$ cat src/rtl/disp_capture_pkg.sv
// Shared constants for the seven-segment loopback monitor: active-low glyphs,
// anode select codes and the sample record type.
package disp_capture_pkg;

  // Segment order is {a,b,c,d,e,f,g}; a 0 bit means the segment is lit.
  localparam logic [6:0] SEG_0     = 7'h01;
  localparam logic [6:0] SEG_1     = 7'h4F;
  localparam logic [6:0] SEG_2     = 7'h12;
  localparam logic [6:0] SEG_3     = 7'h06;
  localparam logic [6:0] SEG_4     = 7'h4C;
  localparam logic [6:0] SEG_5     = 7'h24;
  localparam logic [6:0] SEG_6     = 7'h20;
  localparam logic [6:0] SEG_7     = 7'h0F;
  localparam logic [6:0] SEG_8     = 7'h00;
  localparam logic [6:0] SEG_9     = 7'h04;
  localparam logic [6:0] SEG_BLANK = 7'h7F;

  localparam logic [3:0] AN_NONE = 4'hF;
  localparam logic [3:0] AN_0    = 4'hE;
  localparam logic [3:0] AN_1    = 4'hD;
  localparam logic [3:0] AN_2    = 4'hB;
  localparam logic [3:0] AN_3    = 4'h7;
  localparam logic [3:0][3:0] AN_SLOT = {AN_3, AN_2, AN_1, AN_0};

  localparam logic [3:0] BCD_BAD = 4'hF;

  typedef struct packed {
    logic [3:0] an;
    logic [6:0] seg;
  } smp_t;

  localparam smp_t SMP_IDLE = '{an: AN_NONE, seg: SEG_BLANK};

endpackage

$ cat src/rtl/seg7_to_bcd.sv
// Combinational inverse of the seven-segment glyph table; valid drops for any
// pattern that is not one of the ten digit glyphs.
module seg7_to_bcd
  import disp_capture_pkg::*;
(
  input  logic [6:0] seg,
  output logic [3:0] bcd,
  output logic       valid
);

  always_comb begin
    bcd   = BCD_BAD;
    valid = 1'b1;
    case (seg)
      SEG_0:   bcd = 4'd0;
      SEG_1:   bcd = 4'd1;
      SEG_2:   bcd = 4'd2;
      SEG_3:   bcd = 4'd3;
      SEG_4:   bcd = 4'd4;
      SEG_5:   bcd = 4'd5;
      SEG_6:   bcd = 4'd6;
      SEG_7:   bcd = 4'd7;
      SEG_8:   bcd = 4'd8;
      SEG_9:   bcd = 4'd9;
      default: valid = 1'b0;
    endcase
  end

endmodule

$ cat src/rtl/disp_capture.sv
// Loopback monitor for the multiplexed display: deglitches the scanned lines,
// decodes each accepted slot and publishes complete four-digit frames.
module disp_capture
  import disp_capture_pkg::*;
#(
  parameter int SETTLE  = 8,
  parameter int TIMEOUT = 1_000_000
) (
  input  logic       clk,
  input  logic       clr,
  input  logic [3:0] an,
  input  logic [6:0] a_to_g,
  output logic [3:0] digit0,
  output logic [3:0] digit1,
  output logic [3:0] digit2,
  output logic [3:0] digit3,
  output logic       frame_valid,
  output logic       seg_err,
  output logic       stalled
);

  localparam int STAB_W = $clog2(SETTLE + 1);
  localparam int WD_W   = $clog2(TIMEOUT + 1);
  localparam logic [STAB_W-1:0] STAB_MAX = STAB_W'(SETTLE);
  localparam logic [STAB_W-1:0] STAB_ARM = STAB_W'(SETTLE - 2);
  localparam logic [WD_W-1:0]   WD_MAX   = WD_W'(TIMEOUT);

  smp_t              smp_reg, smp_d_reg;
  logic [STAB_W-1:0] stab_reg;
  logic [WD_W-1:0]   wd_reg;
  logic [3:0]        pend_reg [4];
  logic [3:0]        digit_reg [4];
  logic [3:0]        mask_reg, mask_next;
  logic              frame_valid_reg, seg_err_reg;

  logic [3:0] slot_hit;
  logic       same, accept;
  logic [3:0] dec_bcd, dec_val;
  logic       dec_valid;

  for (genvar gi = 0; gi < 4; gi++) begin : g_slot
    assign slot_hit[gi] = (smp_reg.an == AN_SLOT[gi]);
  end

  // Blanked or multi-digit anode patterns never match a single slot code.
  assign same   = (smp_reg == smp_d_reg);
  assign accept = same && (stab_reg == STAB_ARM) && (|slot_hit);

  seg7_to_bcd u_dec (
    .seg   (smp_reg.seg),
    .bcd   (dec_bcd),
    .valid (dec_valid)
  );

  assign dec_val = dec_valid ? dec_bcd : BCD_BAD;

  always_comb begin
    mask_next = mask_reg;
    if (mask_reg == 4'hF) mask_next = 4'h0;
    if (accept) mask_next = mask_next | slot_hit;
  end

  always_ff @(posedge clk) begin
    if (clr) begin
      smp_reg         <= SMP_IDLE;
      smp_d_reg       <= SMP_IDLE;
      stab_reg        <= '0;
      wd_reg          <= '0;
      mask_reg        <= '0;
      frame_valid_reg <= 1'b0;
      seg_err_reg     <= 1'b0;
      for (int i = 0; i < 4; i++) begin
        pend_reg[i]  <= '0;
        digit_reg[i] <= '0;
      end
    end else begin
      smp_reg   <= '{an: an, seg: a_to_g};
      smp_d_reg <= smp_reg;

      if (!same)                 stab_reg <= '0;
      else if (stab_reg != STAB_MAX) stab_reg <= stab_reg + 1'b1;

      if (accept)              wd_reg <= '0;
      else if (wd_reg != WD_MAX) wd_reg <= wd_reg + 1'b1;

      mask_reg        <= mask_next;
      frame_valid_reg <= (mask_reg == 4'hF);
      if (accept && !dec_valid) seg_err_reg <= 1'b1;

      for (int i = 0; i < 4; i++) begin
        if (accept && slot_hit[i]) pend_reg[i] <= dec_val;
        if (mask_reg == 4'hF)      digit_reg[i] <= pend_reg[i];
      end
    end
  end

  assign digit0      = digit_reg[0];
  assign digit1      = digit_reg[1];
  assign digit2      = digit_reg[2];
  assign digit3      = digit_reg[3];
  assign frame_valid = frame_valid_reg;
  assign seg_err     = seg_err_reg;
  assign stalled     = (wd_reg == WD_MAX);

endmodule
$ cat config.mk
export PLATFORM = sky130hd
export DESIGN_NAME = disp_capture
export DESIGN_NICKNAME = d
export VERILOG_FILES = /design/src/rtl/disp_capture_pkg.sv /design/src/rtl/seg7_to_bcd.sv /design/src/rtl/disp_capture.sv
export SDC_FILE = /design/constraint.sdc
export NUM_CORES = 1
export LEC_CHECK = 0
export BUFFER_PORTS_ARGS = -buffer_cell sky130_fd_sc_hd__buf_2
export CAP_MARGIN = 5
export CORE_ASPECT_RATIO = 1.1
export CORE_MARGIN = 1
export CORE_UTILIZATION = 60
export DETAILED_ROUTE_END_ITERATION = 12
export HOLD_SLACK_MARGIN = 0.12
export PLACE_DENSITY_LB_ADDON = 0.25
export SLEW_MARGIN = 20
export SYNTH_ARGS = -nofsm -noshare
export SYNTH_HDL_FRONTEND = slang
export SYNTH_SLANG_ARGS = --single-unit
$ cat constraint.sdc
create_clock -name clk -period 5.91 [get_ports clk]
set_input_delay 0.2955 -clock clk [delete_from_list [all_inputs] [get_ports clk]]
set_output_delay 0.2955 -clock clk [all_outputs]
set_load 0.05 [all_outputs]
---- After elaboration in Yosys (flattened, before gate mapping) ----
Memories as Yosys holds them, arrays and structs flattened.
Index checks and enable logic that the tools add are counted.
storage, ports and cells
  register bits ........................... 52
  bits in writable memories ............... 32
  input bits .............................. 13
  output and inout bits ................... 19
  logic and storage cells ................. 85
  memories kept ........................... 2
cells by class
  add/subtract/negate cells ............... 2
  equality and inequality tests ........... 19
  muxes and demuxes ....................... 30
  bitwise operators ....................... 10
  reductions and logical operators ........ 13
memories
  name       depth  bits a word  rd ports  clocked after Yosys merged registers in  wr ports  RTL line            source
  digit_reg  4      4            4         0                                        4         disp_capture.sv:32  logic [3:0] digit_reg [4];
  pend_reg   4      4            4         0                                        4         disp_capture.sv:31  logic [3:0] pend_reg [4];
operators with widths
  kind                   number
  $mux 4                 11
  $pmux 4 s10            1
  $add 20x1->20 const B  1
  $eq 20x20->1 const B   1
  $ne 20x20->1 const B   1
  $mux 1                 18
  $eq 4x4->1 const B     4
  $eq 7x3->1 const B     2
  $eq 7x6->1 const B     2
  $eq 7x7->1 const B     2
  $eq 11x11->1           1
  $reduce_or 10->1       1
  $eq 4x3->1 const B     2
  $or 1x1->1             8
  $eq 7x1->1 const B     1
  $eq 7x4->1 const B     1
  $eq 7x5->1 const B     1
  $logic_and 1x1->1      7
  $logic_not 7->1        1
  $add 4x1->4 const B    1
  $ne 4x4->1 const B     1
  $or 4x4->4             1
  $reduce_or 2->1        2
  $reduce_or 4->1        1
  2 further kinds        2

---- Longest topological paths before layout ----
  depth in word-level cells ............... 8
  mapped depth ............................ 9
  mapped depth without buffers ............ 7

---- By module ----
A second synthesis with hierarchy kept.
second synthesis, totals
  cell total of the unflattened synthesis .. 327
  area total of the unflattened synthesis .. 3514.6 um^2
by module, submodules not included
  module        instances  cells an instance  area each (um^2)  sequential area each (um^2)
  disp_capture  1          301                3329.4            2001.9
  seg7_to_bcd   1          26                 185.2             0.0

---- Least setup slack after synthesis ----
OpenSTA, ideal clock, no wires.
  path type ............................... register -> register
  from .................................... register wd_reg[0]
  to ...................................... register wd_reg[1]
  library setup time ...................... 115 ps
  data arrival time ....................... 2069 ps
  data required time ...................... 5795 ps
  setup slack ............................. 3727 ps
  stages on the path, launching flop included .. 7
  buffers on the path ..................... 0
  period minus slack after synthesis ...... 2183 ps
  cells stage by stage .................... dfxtp_1 > inv_1 > ha_1 > or4bb_1 > nor4_4 > mux2i_1 > nor2_1
between the ends
  word-level cells in the longest chain between the ends .. 1
  elaborated cells on any way between the ends .. 2
  those cells by class .................... add/sub: 1; eq/ne: 1
RTL lines
  element                                               RTL line            source
  start, declared                                       disp_capture.sv:30  logic [WD_W-1:0] wd_reg;
  start signal, assigned                                disp_capture.sv:84  else if (wd_reg != WD_MAX) wd_reg <= wd_reg + 1'b1;
  $add 20x1->20 / $ne 20x20->1 (equally long branches)  disp_capture.sv:84
Several ways; a longest one is shown, not always the timed one.
A chain may end at the register's enable or synchronous reset.

---- Final worst setup path ----
  from .................................... register wd_reg[0]
  to ...................................... output port stalled
between the ends
  word-level cells in the longest chain between the ends .. 1
RTL lines
  element        RTL line             source
  $eq 20x20->1   disp_capture.sv:103  assign stalled = (wd_reg == WD_MAX);
  end, declared  disp_capture.sv:19   output logic stalled
Every way passes these cells.

==> run_results.csv <==
group,metric,value,unit
run_status,status,"finished clean",
yosys,synthesis.nets,357,
timing,hold_viol_final,0,
floorplan,initial_utilization,0.6192,
floorplan,die_y,82.93,µm
yosys,synth_commonest_cells,"52 x dfxtp_1, 44 x nor2_1, 32 x edfxtp_1",
yosys,avgSynthCellArea,10.54,µm²
clock_tree,clockRootBuffer,"clkbuf_8",
hold_path,hold_path.class,"input port to flop",
worst_setup_path,slowest_delay,0.52,ns
timing,min_period_over_period,0.4103,
floorplan,ios,32,
yosys,yosysSeqAreaShare,0.5604,
clock_tree,clk_latency,0.34,ns
clock_tree,cts_setup_buffers,0,
detailed_routing,vias,2324,
clock_tree,cts_max_path_buffers,2,
yosys,ys_types,44,
detailed_routing,drt_wl_total,5525,µm
finish,fill_cells,413,
floorplan,core,5769,µm²
clock_tree,cts_tree,"built",
timing,hold-worst-slack,0.1364,ns
yosys,async_flop_share,0,
detailed_routing,wl_per_cell,12.12,µm
yosys,synth_area,3572,µm²
clock_tree,post_cts_resized,0,
worst_setup_path,cp.arrival,2.13,ns
global_route,grt_pass1_vias,2237,
yosys,synth_top_area_frac,0.2914,
clock_tree,cts_max_level,3,
worst_setup_path,r2r_start,"smp_reg[9]$_SDFF_PP1_",
clock_tree,cts_buffers,9,
timing,worst_pin_slew,0.7952,ns
worst_setup_path,cp-startpoint,"wd_reg[0]$_SDFFE_PP0N_",
clock_tree,clock_sinks,84,
timing,fin_crit,2.425,ns
yosys,ys_ff_latch,84,
timing,slew_violations,0,
yosys,synth_flop_cell,"dfxtp_1",
clock_tree,cts_hold_buf,10,
run,cap_violations,0,
worst_setup_path,reg2regPathDepth,5,
detailed_routing,viasPerCell,5.096,
floorplan,die-width,75.57,µm
yosys,synth_cells,339,
placed_design,port_buffers,31,
detailed_routing,drcViolationCount,0,
timing,maxSlewHeadroom,0.4695,
global_route,grt_first_pass_wirelength,9480,µm
timing,setup_viol,0,
worst_setup_path,crit_path_top_delay_cell,"or4bb_1",
worst_setup_path,crit_end,"stalled",
finish,area_growth,12.71,%
finish,largest_register_ffs,20,
worst_setup_path,path_class,"flop to output pin",
timing,rsz0062_at_grt,"no",
global_route,antenna_found_initial,0,
global_route,gr-usage-all-layers,0.2014,
worst_setup_path,r2r-end,"wd_reg[8]$_SDFFE_PP0N_",
detailed_routing,ant_nets,0,
worst_setup_path,start_kind,"flop",
floorplan,die_area,6267,µm²
worst_setup_path,ff2ff_setup_slack,3.60,ns
worst_setup_path,critPathCaptureType,"output pin",
power_and_ir_drop,vdd_drop_max,184.1,µV
yosys,yosysWarningCount,0,
finish,nets,392,
yosys,synthTopCellsByArea,"dfxtp_1 29%, edfxtp_1 27%, xnor2_1 4.9%",
yosys,yosys.area.top_type,"dfxtp_1",
yosys,synth-edff-count,32,
finish,layout-drive-gt1-share,0.2005,
worst_setup_path,path_cells,"inv_1 > ha_1 > or4bb_1 > nor4_4 > buf_2",
power_and_ir_drop,p_leak,0.001582,µW
worst_setup_path,cp_max_fo,5,
clock_tree,clk_pin_slew,0.08,ns
placed_design,routabilityCongestion,0.8470,
yosys,yosysMostFrequentCell,"dfxtp_1",
detailed_routing,drt_iter0_markers,69,
global_route,gr-total-overflow,0,
finish,diodes,0,
power_and_ir_drop,power_density,268.0,nW/µm²
worst_setup_path,crit_required,5.61,ns
timing,fmax,0.4124,GHz
timing,fin_tns_setup,0,ns
detailed_routing,drt_pass1_iterations,4,
global_route,grt_start_max_net_pins,34,
placed_design,hpwl,3761,µm
floorplan,fp-row-count,29,
timing,final.setup_skew,0.006263,ns
per-stage QoR:
stage	instance area, µm²	utilization	cells	worst slack, ns	power [µW]
finish	4026	0.6979	456	3.485	1079
global route	4026	0.6979	456	3.304	1116
CTS	4026	0.6979	456	3.459	1088
detailed placement	3742	0.6487	430	3.631	704.9
global placement	3742	0.6487	430	3.696	702.4
floorplan	3572	-	339	3.727	691.3
worst max-delay path, delay by kind of cell (launching register included):
family        cells  cell delay [ns]
buf+inv           2             0.42
simple gates      2             0.87
fa+ha+maj         1             0.15
flops             1             0.34
worst min-delay path by stage:
stage,startpoint,to,slack [ns],depth (start not counted)
after floorplan,a_to_g[0],smp_reg[0]$_SDFF_PP1_,0.40,1
after global placement,mask_reg[2]$_SDFF_PP0_,mask_reg[2]$_SDFF_PP0_,0.43,2
after detailed placement,mask_reg[1]$_SDFF_PP0_,mask_reg[1]$_SDFF_PP0_,0.44,2
after CTS,a_to_g[6],smp_reg[6]$_SDFF_PP1_,0.13,2
after global routing,a_to_g[6],smp_reg[6]$_SDFF_PP1_,0.14,2
final,a_to_g[6],smp_reg[6]$_SDFF_PP1_,0.14,2
layout make-up:
cell class	count	area [µm²]	area share
timing repair buffer	41	255.2	0.06339
inverter	9	33.78	0.008390
clock inverter	5	52.55	0.01305
clock buffer	11	131.4	0.03263
tap	77	96.34	0.02393
multi-input combinational	229	1455	0.3614
sequential	84	2002	0.4972
routing by layer:
metal  wire, µm  global-route usage  part of all wire
met4        148              0.1094             0.027
met2       2791              0.3401              0.51
met3        177             0.04005             0.032
met5          0                   0                 0
met1       2407              0.2323              0.44
layout by cell type, fill, tap and decap left out, types with 2 or more instances in the layout:
master	synthesis	layout
clkbuf_1	7	2
inv_1	9	9
or2_2	23	23
xor2_1	13	13
dfxtp_1	52	52
ha_1	5	5
nor2_1	44	44
nor4_1	5	5
nand4_1	9	9
or4_1	2	2
nand2b_1	8	8
and2_1	16	16
o21ai_0	3	3
nand3_1	11	11
clkinv_2	0	3
mux2i_1	2	2
clkbuf_8	0	9
o21bai_1	4	4
edfxtp_1	32	32
a21oi_1	7	7
nand4b_1	5	5
nand2_1	24	24
dlygate4sd3_1	0	10
xnor2_1	20	20
nor3_1	4	4
or3_1	3	3
buf_2	8	31
nand3b_1	3	3
power breakdown:
| part | switching (µW) | internal, µW | leakage [µW] |
|---|---|---|---|
| clock network | 190 | 193 | 0.0000931 |
| logic | 39.3 | 28.0 | 0.000734 |
| registers | 14.1 | 615 | 0.000755 |
cell families (layout without fill, tap and decap cells):
group / Yosys count / in the layout / share of synthesized area
flops: 84 / 84 / 0.5604
mux: 2 / 2 / 0.005604
fa+ha+maj: 5 / 5 / 0.01751
compound gates: 21 / 21 / 0.04273
simple gates: 168 / 168 / 0.2606
xor+xnor: 33 / 33 / 0.08091
buf+inv: 26 / 66 / 0.03222
Note: power is estimated with default switching activity, not from simulation.
